$ cat src/rtl/mem_port_arbiter_pkg.sv
// Shared state encoding, grant identifiers and default parameter values
// for the single-port memory arbiter.
package mem_arb_pkg;

   typedef enum logic [1:0] {
      IDLE   = 2'd0,
      BUSY_I = 2'd1,
      BUSY_D = 2'd2,
      RESP   = 2'd3
   } state_t;

   localparam logic GNT_I = 1'b0;
   localparam logic GNT_D = 1'b1;

   localparam int ADDR_W_DEF     = 32;
   localparam int DATA_W_DEF     = 32;
   localparam int STREAK_MAX_DEF = 4;
   localparam int TIMEOUT_DEF    = 255;

endpackage

$ cat src/rtl/mem_port_arbiter_if.sv
// Signal bundle between the arbiter, the fetch/memory pipeline stages and
// the shared memory. The arbiter uses the slave view, the environment the master view.
interface mem_port_arbiter_if
   import mem_arb_pkg::*;
#(
   parameter int ADDR_W = ADDR_W_DEF,
   parameter int DATA_W = DATA_W_DEF
);
   // i_req/d_req are levels held until their one-cycle ack; mem_req is held
   // until a one-cycle mem_ack, or dropped when the watchdog abandons the access.
   logic              i_req;
   logic [ADDR_W-1:0] i_addr;
   logic              i_ack;
   logic [DATA_W-1:0] i_rdata;
   logic              d_req;
   logic              d_we;
   logic [ADDR_W-1:0] d_addr;
   logic [DATA_W-1:0] d_wdata;
   logic              d_ack;
   logic [DATA_W-1:0] d_rdata;
   logic              mem_req;
   logic              mem_we;
   logic [ADDR_W-1:0] mem_addr;
   logic [DATA_W-1:0] mem_wdata;
   logic              mem_ack;
   logic [DATA_W-1:0] mem_rdata;
   logic              stall_if;
   logic              stall_mem;
   logic              bus_err;

   modport slave (
      input  i_req, i_addr, d_req, d_we, d_addr, d_wdata, mem_ack, mem_rdata,
      output i_ack, i_rdata, d_ack, d_rdata, mem_req, mem_we, mem_addr, mem_wdata,
             stall_if, stall_mem, bus_err
   );

   modport master (
      output i_req, i_addr, d_req, d_we, d_addr, d_wdata, mem_ack, mem_rdata,
      input  i_ack, i_rdata, d_ack, d_rdata, mem_req, mem_we, mem_addr, mem_wdata,
             stall_if, stall_mem, bus_err
   );

endinterface

$ cat src/rtl/mem_port_arbiter_watchdog.sv
// Handshake watchdog: counts cycles spent waiting on the memory and flags
// the cycle after which the access has to be abandoned.
module mem_arb_watchdog #(
   parameter int TIMEOUT = 255
) (
   input  logic clock,
   input  logic reset,
   input  logic start_i,
   input  logic run_i,
   output logic expired_o
);
   localparam logic [7:0] LIMIT = (TIMEOUT == 0) ? 8'd0 : 8'(TIMEOUT - 1);

   logic [7:0] timer_q, timer_d;

   always_comb begin
      timer_d = timer_q;
      if (start_i) begin
         timer_d = '0;
      end else if (run_i) begin
         timer_d = timer_q + 8'd1;
      end
   end

   always_ff @(posedge clock or negedge reset) begin
      if (!reset) begin
         timer_q <= '0;
      end else begin
         timer_q <= timer_d;
      end
   end

   // A zero TIMEOUT disables the watchdog entirely.
   assign expired_o = (TIMEOUT != 0) && run_i && (timer_q == LIMIT);

endmodule

$ cat src/rtl/mem_port_arbiter.sv
// Serialises fetch reads and data reads/writes onto one variable-latency memory
// port, with fetch starvation protection and a handshake watchdog.
module mem_port_arbiter
   import mem_arb_pkg::*;
#(
   parameter int ADDR_W     = ADDR_W_DEF,
   parameter int DATA_W     = DATA_W_DEF,
   parameter int STREAK_MAX = STREAK_MAX_DEF,
   parameter int TIMEOUT    = TIMEOUT_DEF
) (
   input  logic   clock,
   input  logic   reset,
   mem_port_arbiter_if.slave bus,
   output state_t state_o
);
   localparam logic [3:0] STREAK_LIM = 4'(STREAK_MAX);

   state_t            state_q, state_d;
   logic              gnt_q, gnt_d;
   logic [3:0]        streak_q, streak_d;
   logic              mem_we_q, mem_we_d;
   logic [ADDR_W-1:0] mem_addr_q, mem_addr_d;
   logic [DATA_W-1:0] mem_wdata_q, mem_wdata_d;
   logic [DATA_W-1:0] i_rdata_q, i_rdata_d;
   logic [DATA_W-1:0] d_rdata_q, d_rdata_d;
   logic              err_q, err_d;
   logic              busy, grant, expired, i_ack, d_ack;

   assign busy = (state_q == BUSY_I) || (state_q == BUSY_D);

   mem_arb_watchdog #(.TIMEOUT(TIMEOUT)) u_watchdog (
      .clock     (clock),
      .reset     (reset),
      .start_i   (grant),
      .run_i     (busy),
      .expired_o (expired)
   );

   always_comb begin
      state_d     = state_q;
      gnt_d       = gnt_q;
      streak_d    = streak_q;
      mem_we_d    = mem_we_q;
      mem_addr_d  = mem_addr_q;
      mem_wdata_d = mem_wdata_q;
      i_rdata_d   = i_rdata_q;
      d_rdata_d   = d_rdata_q;
      err_d       = err_q;
      grant       = 1'b0;
      unique case (state_q)
         IDLE: begin
            if (bus.i_req || bus.d_req) begin
               grant = 1'b1;
               // Data normally wins; fetch takes the port once data has won
               // STREAK_MAX times in a row while fetch was waiting.
               if (bus.d_req && !(bus.i_req && (streak_q == STREAK_LIM))) begin
                  gnt_d       = GNT_D;
                  state_d     = BUSY_D;
                  mem_we_d    = bus.d_we;
                  mem_addr_d  = bus.d_addr;
                  mem_wdata_d = bus.d_wdata;
                  streak_d    = bus.i_req ? streak_q + 4'd1 : 4'd0;
               end else begin
                  gnt_d       = GNT_I;
                  state_d     = BUSY_I;
                  mem_we_d    = 1'b0;
                  mem_addr_d  = bus.i_addr;
                  mem_wdata_d = '0;
                  streak_d    = 4'd0;
               end
            end
         end
         BUSY_I, BUSY_D: begin
            if (bus.mem_ack) begin
               state_d = RESP;
               if (state_q == BUSY_I) begin
                  i_rdata_d = bus.mem_rdata;
               end else if (!mem_we_q) begin
                  d_rdata_d = bus.mem_rdata;
               end
            end else if (expired) begin
               state_d = RESP;
               err_d   = 1'b1;
               if (state_q == BUSY_I) begin
                  i_rdata_d = '0;
               end else begin
                  d_rdata_d = '0;
               end
            end
         end
         default: begin
            state_d = IDLE;
            err_d   = 1'b0;
         end
      endcase
   end

   always_ff @(posedge clock or negedge reset) begin
      if (!reset) begin
         state_q     <= IDLE;
         gnt_q       <= GNT_I;
         streak_q    <= '0;
         mem_we_q    <= 1'b0;
         mem_addr_q  <= '0;
         mem_wdata_q <= '0;
         i_rdata_q   <= '0;
         d_rdata_q   <= '0;
         err_q       <= 1'b0;
      end else begin
         state_q     <= state_d;
         gnt_q       <= gnt_d;
         streak_q    <= streak_d;
         mem_we_q    <= mem_we_d;
         mem_addr_q  <= mem_addr_d;
         mem_wdata_q <= mem_wdata_d;
         i_rdata_q   <= i_rdata_d;
         d_rdata_q   <= d_rdata_d;
         err_q       <= err_d;
      end
   end

   assign i_ack         = (state_q == RESP) && (gnt_q == GNT_I);
   assign d_ack         = (state_q == RESP) && (gnt_q == GNT_D);
   assign bus.i_ack     = i_ack;
   assign bus.d_ack     = d_ack;
   assign bus.bus_err   = (state_q == RESP) && err_q;
   assign bus.i_rdata   = i_rdata_q;
   assign bus.d_rdata   = d_rdata_q;
   assign bus.mem_req   = busy;
   assign bus.mem_we    = mem_we_q;
   assign bus.mem_addr  = mem_addr_q;
   assign bus.mem_wdata = mem_wdata_q;
   assign bus.stall_if  = bus.i_req & ~i_ack;
   assign bus.stall_mem = bus.d_req & ~d_ack;
   assign state_o       = state_q;

endmodule

$ cat src/flat_wrapper.sv
// flat-port wrapper written by rule: the top's interface ports become plain ports
module mem_port_arbiter_flat import mem_arb_pkg::*;
#(
   parameter int ADDR_W     = ADDR_W_DEF,
   parameter int DATA_W     = DATA_W_DEF,
   parameter int STREAK_MAX = STREAK_MAX_DEF,
   parameter int TIMEOUT    = TIMEOUT_DEF
)
  (clock, reset, state_o, bus_i_req, bus_i_addr, bus_d_req, bus_d_we, bus_d_addr, bus_d_wdata, bus_mem_ack, bus_mem_rdata, bus_i_ack, bus_i_rdata, bus_d_ack, bus_d_rdata, bus_mem_req, bus_mem_we, bus_mem_addr, bus_mem_wdata, bus_stall_if, bus_stall_mem, bus_bus_err);
  mem_port_arbiter_if #(.ADDR_W(ADDR_W), .DATA_W(DATA_W)) bus_i ();
  input  logic clock;
  input  logic reset;
  output state_t state_o;
  input wire logic [$bits(bus_i.i_req)-1:0] bus_i_req;
  input wire logic [$bits(bus_i.i_addr)-1:0] bus_i_addr;
  input wire logic [$bits(bus_i.d_req)-1:0] bus_d_req;
  input wire logic [$bits(bus_i.d_we)-1:0] bus_d_we;
  input wire logic [$bits(bus_i.d_addr)-1:0] bus_d_addr;
  input wire logic [$bits(bus_i.d_wdata)-1:0] bus_d_wdata;
  input wire logic [$bits(bus_i.mem_ack)-1:0] bus_mem_ack;
  input wire logic [$bits(bus_i.mem_rdata)-1:0] bus_mem_rdata;
  output wire logic [$bits(bus_i.i_ack)-1:0] bus_i_ack;
  output wire logic [$bits(bus_i.i_rdata)-1:0] bus_i_rdata;
  output wire logic [$bits(bus_i.d_ack)-1:0] bus_d_ack;
  output wire logic [$bits(bus_i.d_rdata)-1:0] bus_d_rdata;
  output wire logic [$bits(bus_i.mem_req)-1:0] bus_mem_req;
  output wire logic [$bits(bus_i.mem_we)-1:0] bus_mem_we;
  output wire logic [$bits(bus_i.mem_addr)-1:0] bus_mem_addr;
  output wire logic [$bits(bus_i.mem_wdata)-1:0] bus_mem_wdata;
  output wire logic [$bits(bus_i.stall_if)-1:0] bus_stall_if;
  output wire logic [$bits(bus_i.stall_mem)-1:0] bus_stall_mem;
  output wire logic [$bits(bus_i.bus_err)-1:0] bus_bus_err;
  assign bus_i.i_req = bus_i_req;
  assign bus_i.i_addr = bus_i_addr;
  assign bus_i.d_req = bus_d_req;
  assign bus_i.d_we = bus_d_we;
  assign bus_i.d_addr = bus_d_addr;
  assign bus_i.d_wdata = bus_d_wdata;
  assign bus_i.mem_ack = bus_mem_ack;
  assign bus_i.mem_rdata = bus_mem_rdata;
  assign bus_i_ack = bus_i.i_ack;
  assign bus_i_rdata = bus_i.i_rdata;
  assign bus_d_ack = bus_i.d_ack;
  assign bus_d_rdata = bus_i.d_rdata;
  assign bus_mem_req = bus_i.mem_req;
  assign bus_mem_we = bus_i.mem_we;
  assign bus_mem_addr = bus_i.mem_addr;
  assign bus_mem_wdata = bus_i.mem_wdata;
  assign bus_stall_if = bus_i.stall_if;
  assign bus_stall_mem = bus_i.stall_mem;
  assign bus_bus_err = bus_i.bus_err;
  mem_port_arbiter #(.ADDR_W(ADDR_W), .DATA_W(DATA_W), .STREAK_MAX(STREAK_MAX), .TIMEOUT(TIMEOUT)) u_core (.clock(clock), .reset(reset), .bus(bus_i), .state_o(state_o));
endmodule
$ cat config.mk
export PLATFORM = sky130hd
export DESIGN_NAME = mem_port_arbiter_flat
export DESIGN_NICKNAME = d
export VERILOG_FILES = /design/src/rtl/mem_port_arbiter_pkg.sv /design/src/rtl/mem_port_arbiter_if.sv /design/src/rtl/mem_port_arbiter_watchdog.sv /design/src/rtl/mem_port_arbiter.sv /design/src/flat_wrapper.sv
export SDC_FILE = /design/constraint.sdc
export NUM_CORES = 1
export LEC_CHECK = 0
export ABC_AREA = 1
export CORE_UTILIZATION = 30
export CTS_CLUSTER_DIAMETER = 150
export DETAILED_ROUTE_END_ITERATION = 8
export REMOVE_ABC_BUFFERS = 1
export SYNTH_ARGS = -nofsm -noshare
export SYNTH_HDL_FRONTEND = slang
export SYNTH_SLANG_ARGS = --single-unit
$ cat constraint.sdc
create_clock -name clock -period 1.7 [get_ports clock]
set_input_delay 0.425 -clock clock [delete_from_list [all_inputs] [get_ports clock]]
set_output_delay 0.425 -clock clock [all_outputs]
set_load 0.03 [all_outputs]
### Word level (Yosys, flattened, before mapping)

Index checks and enable logic that the tools add are counted.

* register bits after elaboration: 145
* input port bits: 134
* output and inout bits: 137
* logic and storage cells: 74

* $add $sub $neg: 2
* equal/unequal tests: 10
* muxes and demuxes: 27
* bitwise operators: 7
* reduce and logical (&&, ||, !) cells: 18

Operators with widths (count)
* $mux W32: 11
* $mux W8: 2
* $add A8 B1 Y8 const B: 1
* $eq A8 B8 Y1 const B: 1
* $mux W2: 4
* $mux W4: 2
* $logic_and A1 B1 Y1: 6
* $mux W1: 6
* $reduce_and A3 Y1: 2
* $not A1 Y1: 5
* $add A4 B1 Y4 const B: 1
* $eq A2 B2 Y1 const B: 2
* $eq A4 B3 Y1 const B: 1
* $ne A2 B1 Y1 const B: 2
* $ne A2 B2 Y1 const B: 2
* $pmux W2 S2: 1
* $reduce_and A2 Y1: 2
* $reduce_and A4 Y1: 1
* $reduce_bool A2 Y1: 2
* $ne A3 B2 Y1 const B: 1
* $and A1 B1 Y1: 2
* $eq A2 B1 Y1 const B: 1
* $logic_not A2 Y1: 1
* $logic_or A1 B1 Y1: 2
* 3 further kinds: 3

### Logic depth before layout (Yosys ltp)

Gate-level depths: netlist of the first run.

* depth after elaboration: 7
* gate-level depth with buffers: 10
* depth with buffers taken out: 9

### By module

From an unflattened synthesis of the first run, not the netlist that was laid out.

* cell total of the unflattened synthesis: 791
* area, all modules: 6470.0 um^2

Modules (own cells, without submodules)
* mem_port_arbiter: instances 1, cells an instance 732, area each 6025.8 um^2, sequential area each 3428.3 um^2
* mem_arb_watchdog: instances 1, cells an instance 59, area each 444.2 um^2, sequential area each 200.2 um^2

### Worst setup path before layout of the first run

No wires, ideal clock.

* path type: register to register
* start point: reg u_core.state_q[1] (netlist: u_core.state_o[1])
* end point: reg u_core.u_watchdog.timer_q[7]
* library setup time: 0.121 ns
* arrival: 1.901 ns
* required time: 1.579 ns
* setup slack: -0.322 ns
* cell stages (with the launch flop): 9
* path buffers: 1
* clock period less this slack: 2.022 ns
* path through: dfrtp_1 inv_1 ha_1 buf_4 nand2_1 nor2_1 nand3_1 o21ai_0 nor2_1

* longest elaborated chain between the ends: 3
* elaborated cells between the ends (all ways): 7
* classes of those cells: eq/ne (2); mux (2); reduce/logical (3)

RTL lines
* start, declared: RTL line mem_port_arbiter.sv:18 `state_t state_q, state_d;`
* start signal, assigned: RTL line mem_port_arbiter.sv:110 `state_q <= state_d;`
* $eq A2 B1 Y1 / $eq A2 B2 Y1 (equally long branches): RTL line mem_port_arbiter.sv:29 `assign busy = (state_q == BUSY_I) || (state_q == BUSY_D);`
* $logic_or A1 B1 Y1 (*): RTL line mem_port_arbiter.sv:29
* named net bus_mem_req: RTL line flat_wrapper.sv:26 `output wire logic [$bits(bus_i.mem_req)-1:0] bus_mem_req;`
* $reduce_bool A2 Y1 (no line) (*)
* end signal, assigned: RTL line mem_port_arbiter_watchdog.sv:29 `timer_q <= timer_d;`
* end, declared: RTL line mem_port_arbiter_watchdog.sv:14 `logic [7:0] timer_q, timer_d;`

Mark *: on every way through the listed nets, which the timed path passes. The rest lies on a longest branch.
A chain may end at the register's enable or synchronous reset.

### Worst setup path after layout of the first run

* start point: reg u_core.state_q[0] (netlist: u_core.state_o[0])
* end point: out bus_bus_err

* longest elaborated chain between the ends: 2

RTL lines
* $eq A2 B2 Y1: RTL line mem_port_arbiter.sv:126 `assign bus.bus_err = (state_q == RESP) && err_q;`
* $logic_and A1 B1 Y1: RTL line mem_port_arbiter.sv:126
* end, declared: RTL line flat_wrapper.sv:32 `output wire logic [$bits(bus_i.bus_err)-1:0] bus_bus_err;`

No other way between the ends.

==> run metrics, run 1 <==
Worst Hold Class reg -> reg; fraction of registers with async set/reset 100%; Nets 1,133; max-slew violation count 0; crit-path cells buf_6 -> ha_4 -> buf_4 -> nand2_4 -> inv_2 -> buf_12; via count 5,660; power per cell area 1970 nW/um^2; post-synthesis cell type count 23; Non-Filler Instances 1,274; unrepaired setup endpoints after global routing yes; DRC viols 0; Reg2Reg Depth 8; clock latency on the worst-skew pair roughly 430 ps; pre-CTS setup slack -174 ps; Synth Flop Type dfrtp_1; VDD IR-drop max 0.000982 V; post-synthesis cell count 680; # fillers about 1,900; crit path capture bus_bus_err; htree depth 4; die width 145 um; most frequent cells in the layout nand2_1 (238), dfrtp_1 (145), clkdlybuf4s50_1 (132); Placer Congestion 0.791; Worst Path Max Fanout 3; row cnt 52; worst r2r dst u_core.bus.d_rdata[25]; LEAKAGE ~5 nW; failing checks setup timing; I/O Pins 271; first-pass GRT wire length around 30 mm; # diodes 0; clk sink count 145; Slew Limit Headroom 72.3%; WHS ~470 ps; worst setup margin -222 ps; core area 20,200 sq um; hpwl dp 13.5 mm; drt first pass iters 4; Max Fclk 0.520 GHz; CTS tree yes; post-route ant nets 0; DRT Wirelength 19.2 mm; EDFF count, synth 0; crit path kind reg -> out; fin util between 50% and 60%; Die ar. 21,100 sq um; antenna violations before repair 0; Data arrival, critical path 1500 ps; Worst-Margin Slew just over 400 ps; drt initial violations 294; Crit. End Element primary output; r2r setup slk 0 ps; wire per inst 15.0 um; initial core utilization 30.6%; Yosys reg bits 145; clk buf depth 2; Syn Std Cell Area 6170 sq um; Seq. cell area 3630 sq um; cts bufs inserted 17; slowest CP cell dfrtp_1; area delta synth->final 66.0%; min Tclk post-route 1920 ps; Placed Cells 1,229; Setup crit start kind register; Die Ht 145 um; worst path required time 1270 ps; final count of hold timing violations 0; largest net degree at the start of global routing between 40 and 50; layout cells sized above 1 16.4%; Worst-path clk slew around 70 ps; Total GRT Usage between 15 and 20%; I/O Buffers 270; highest cell delay on the worst timing path 410 ps; Critical Path Start u_core.state_o[0]; clock root buffer clkbuf_16; Multi-input gate area approximately 2300 sq um; vias in the first global route 5,704; Final Cycle Share 113%; r2r startpoint u_core.state_o[0]; most common cell after layout, fill and taps aside nand2_1; status finished with violations; Setup Skew around 10 ps; total of max-cap violations 0; Avg Synthesized Cell Area 9.07 sq um; Synthesis Warnings 0; final-report setup violation count 10; vias per std cell 4.44; register area share after synthesis between 50 and 60%; grt ovf 0
per-layer routing:
layer	vias to the layer above	GRT usage [%]	part of all wire [%]
met5	-	0	0
met4	0	7.05	1.7
met3	25	4.01	4.2
met2	130	31.2	50
met1	2697	22.1	44
li1	2808	-	-
repair_timing:
| action | 4_1_cts | 5_1_grt |
|---|---|---|
| hold buffers | 1 | 0 |
| setup buffers | 4 | 3 |
| endpoints found under the hold margin | 34 | 0 |
| endpoints found under the setup margin | 137 | 20 |
| gates resized for setup | 154 | 35 |
| gates cloned | 0 | 5 |
| pin swaps | 1 | 6 |
worst min path at each step:
stage | from | endpoint | slack, ps | cells past startpoint
3_5_place_dp | reset | u_core.bus.i_rdata[25] | 370 | 1
4_1_cts | reset | u_core.bus.i_rdata[25] | 470 | 2
5_1_grt | reset | u_core.bus.i_rdata[25] | 500 | 2
6_report | u_core.bus.mem_wdata[15] | u_core.bus.mem_wdata[15] | 470 | 2
3_3_place_gp | reset | u_core.bus.i_rdata[25] | 380 | 1
2_1_floorplan | reset | u_core.bus.d_rdata[0] | 130 | 0
report_power, final:
part	switching (mW)	leakage [nW]	internal (mW)
logic	6.68	2.94	4.02
clock network	1.66	0.272	1.93
registers	0.855	1.83	5.03
total	9.20	5.04	11.0
layout make-up:
class                      instances  share of cell area [%]
sequential                       145                    35.4
clock inverter                    15                    1.38
clock buffer                      17                    4.15
tap                              270                    3.30
inverter                          24                   0.904
multi-input combinational        474                    22.7
timing repair buffer             329                    32.1
state kept, by name, indices dropped and copies added, names as in the netlist:
signal	flops
u_core.bus.mem_addr	32
u_core.gnt_q	1
u_core.bus.i_rdata	32
u_core.u_watchdog.timer_q	8
u_core.err_q	1
u_core.state_o	2
u_core.bus.d_rdata	32
u_core.bus.mem_wdata	32
u_core.streak_q	4
u_core.bus.mem_we	1
stage by stage:
stage                     setup TNS (ps)  power (mW)  cell area, sq um
after floorplan                   -90870        11.7              5900
after global placement            -12580        16.9              9500
after detailed placement          -12390        16.9              9500
after CTS                          -1190        19.8             10000
after global routing               -2850        21.5             10200
final                              -1020        20.2             10200
worst max-delay path: cells and delay by family, from the launching register on:
family                   cells  cell delay (ps)
buffers and inverters        4              430
AND/OR/NAND/NOR              1               60
adder cells (fa/ha/maj)      1              170
flip-flops                   1              410
synth_stat cells (2+ instances only):
| cell type | n | area, sq um |
|---|---|---|
| a21oi_1 | 70 | 350 |
| dfrtp_1 | 145 | 3630 |
| buf_6 | 12 | 135 |
| nand3_4 | 2 | 35.0 |
| inv_1 | 20 | 75.1 |
| nand2_2 | 3 | 18.8 |
| clkbuf_1 | 6 | 22.5 |
| o21ai_2 | 19 | 166 |
| inv_2 | 4 | 15.0 |
| nand2_1 | 254 | 953 |
| buf_2 | 12 | 60.1 |
| ha_1 | 8 | 100 |
| nand3_1 | 7 | 35.0 |
| o21ai_0 | 12 | 60.1 |
| o21ai_1 | 46 | 230 |
| buf_4 | 7 | 52.6 |
| nor2_1 | 47 | 176 |
kinds of logic after synthesis:
group,count (synthesis),share of synthesized area [%]
AND/OR/NAND/NOR,315,20.1
AO/OA/AOI/OAI,149,13.3
flip-flops,145,58.8
buffers and inverters,61,5.84
adder cells (fa/ha/maj),8,1.62
XOR/XNOR,2,0.284
Power figures use the tool's default switching activity.
==> run 2, diff against run 1 <==
--- a/config.mk
+++ b/config.mk
@@ -8,6 +8,7 @@
 export ABC_AREA = 1
 export CORE_UTILIZATION = 30
 export CTS_CLUSTER_DIAMETER = 150
+export CTS_CLUSTER_SIZE = 30
 export DETAILED_ROUTE_END_ITERATION = 8
 export REMOVE_ABC_BUFFERS = 1
 export SYNTH_ARGS = -nofsm -noshare
==> results of run 2 <==
Same layout as run 1: the final DEF is identical, and so are final timing and power.
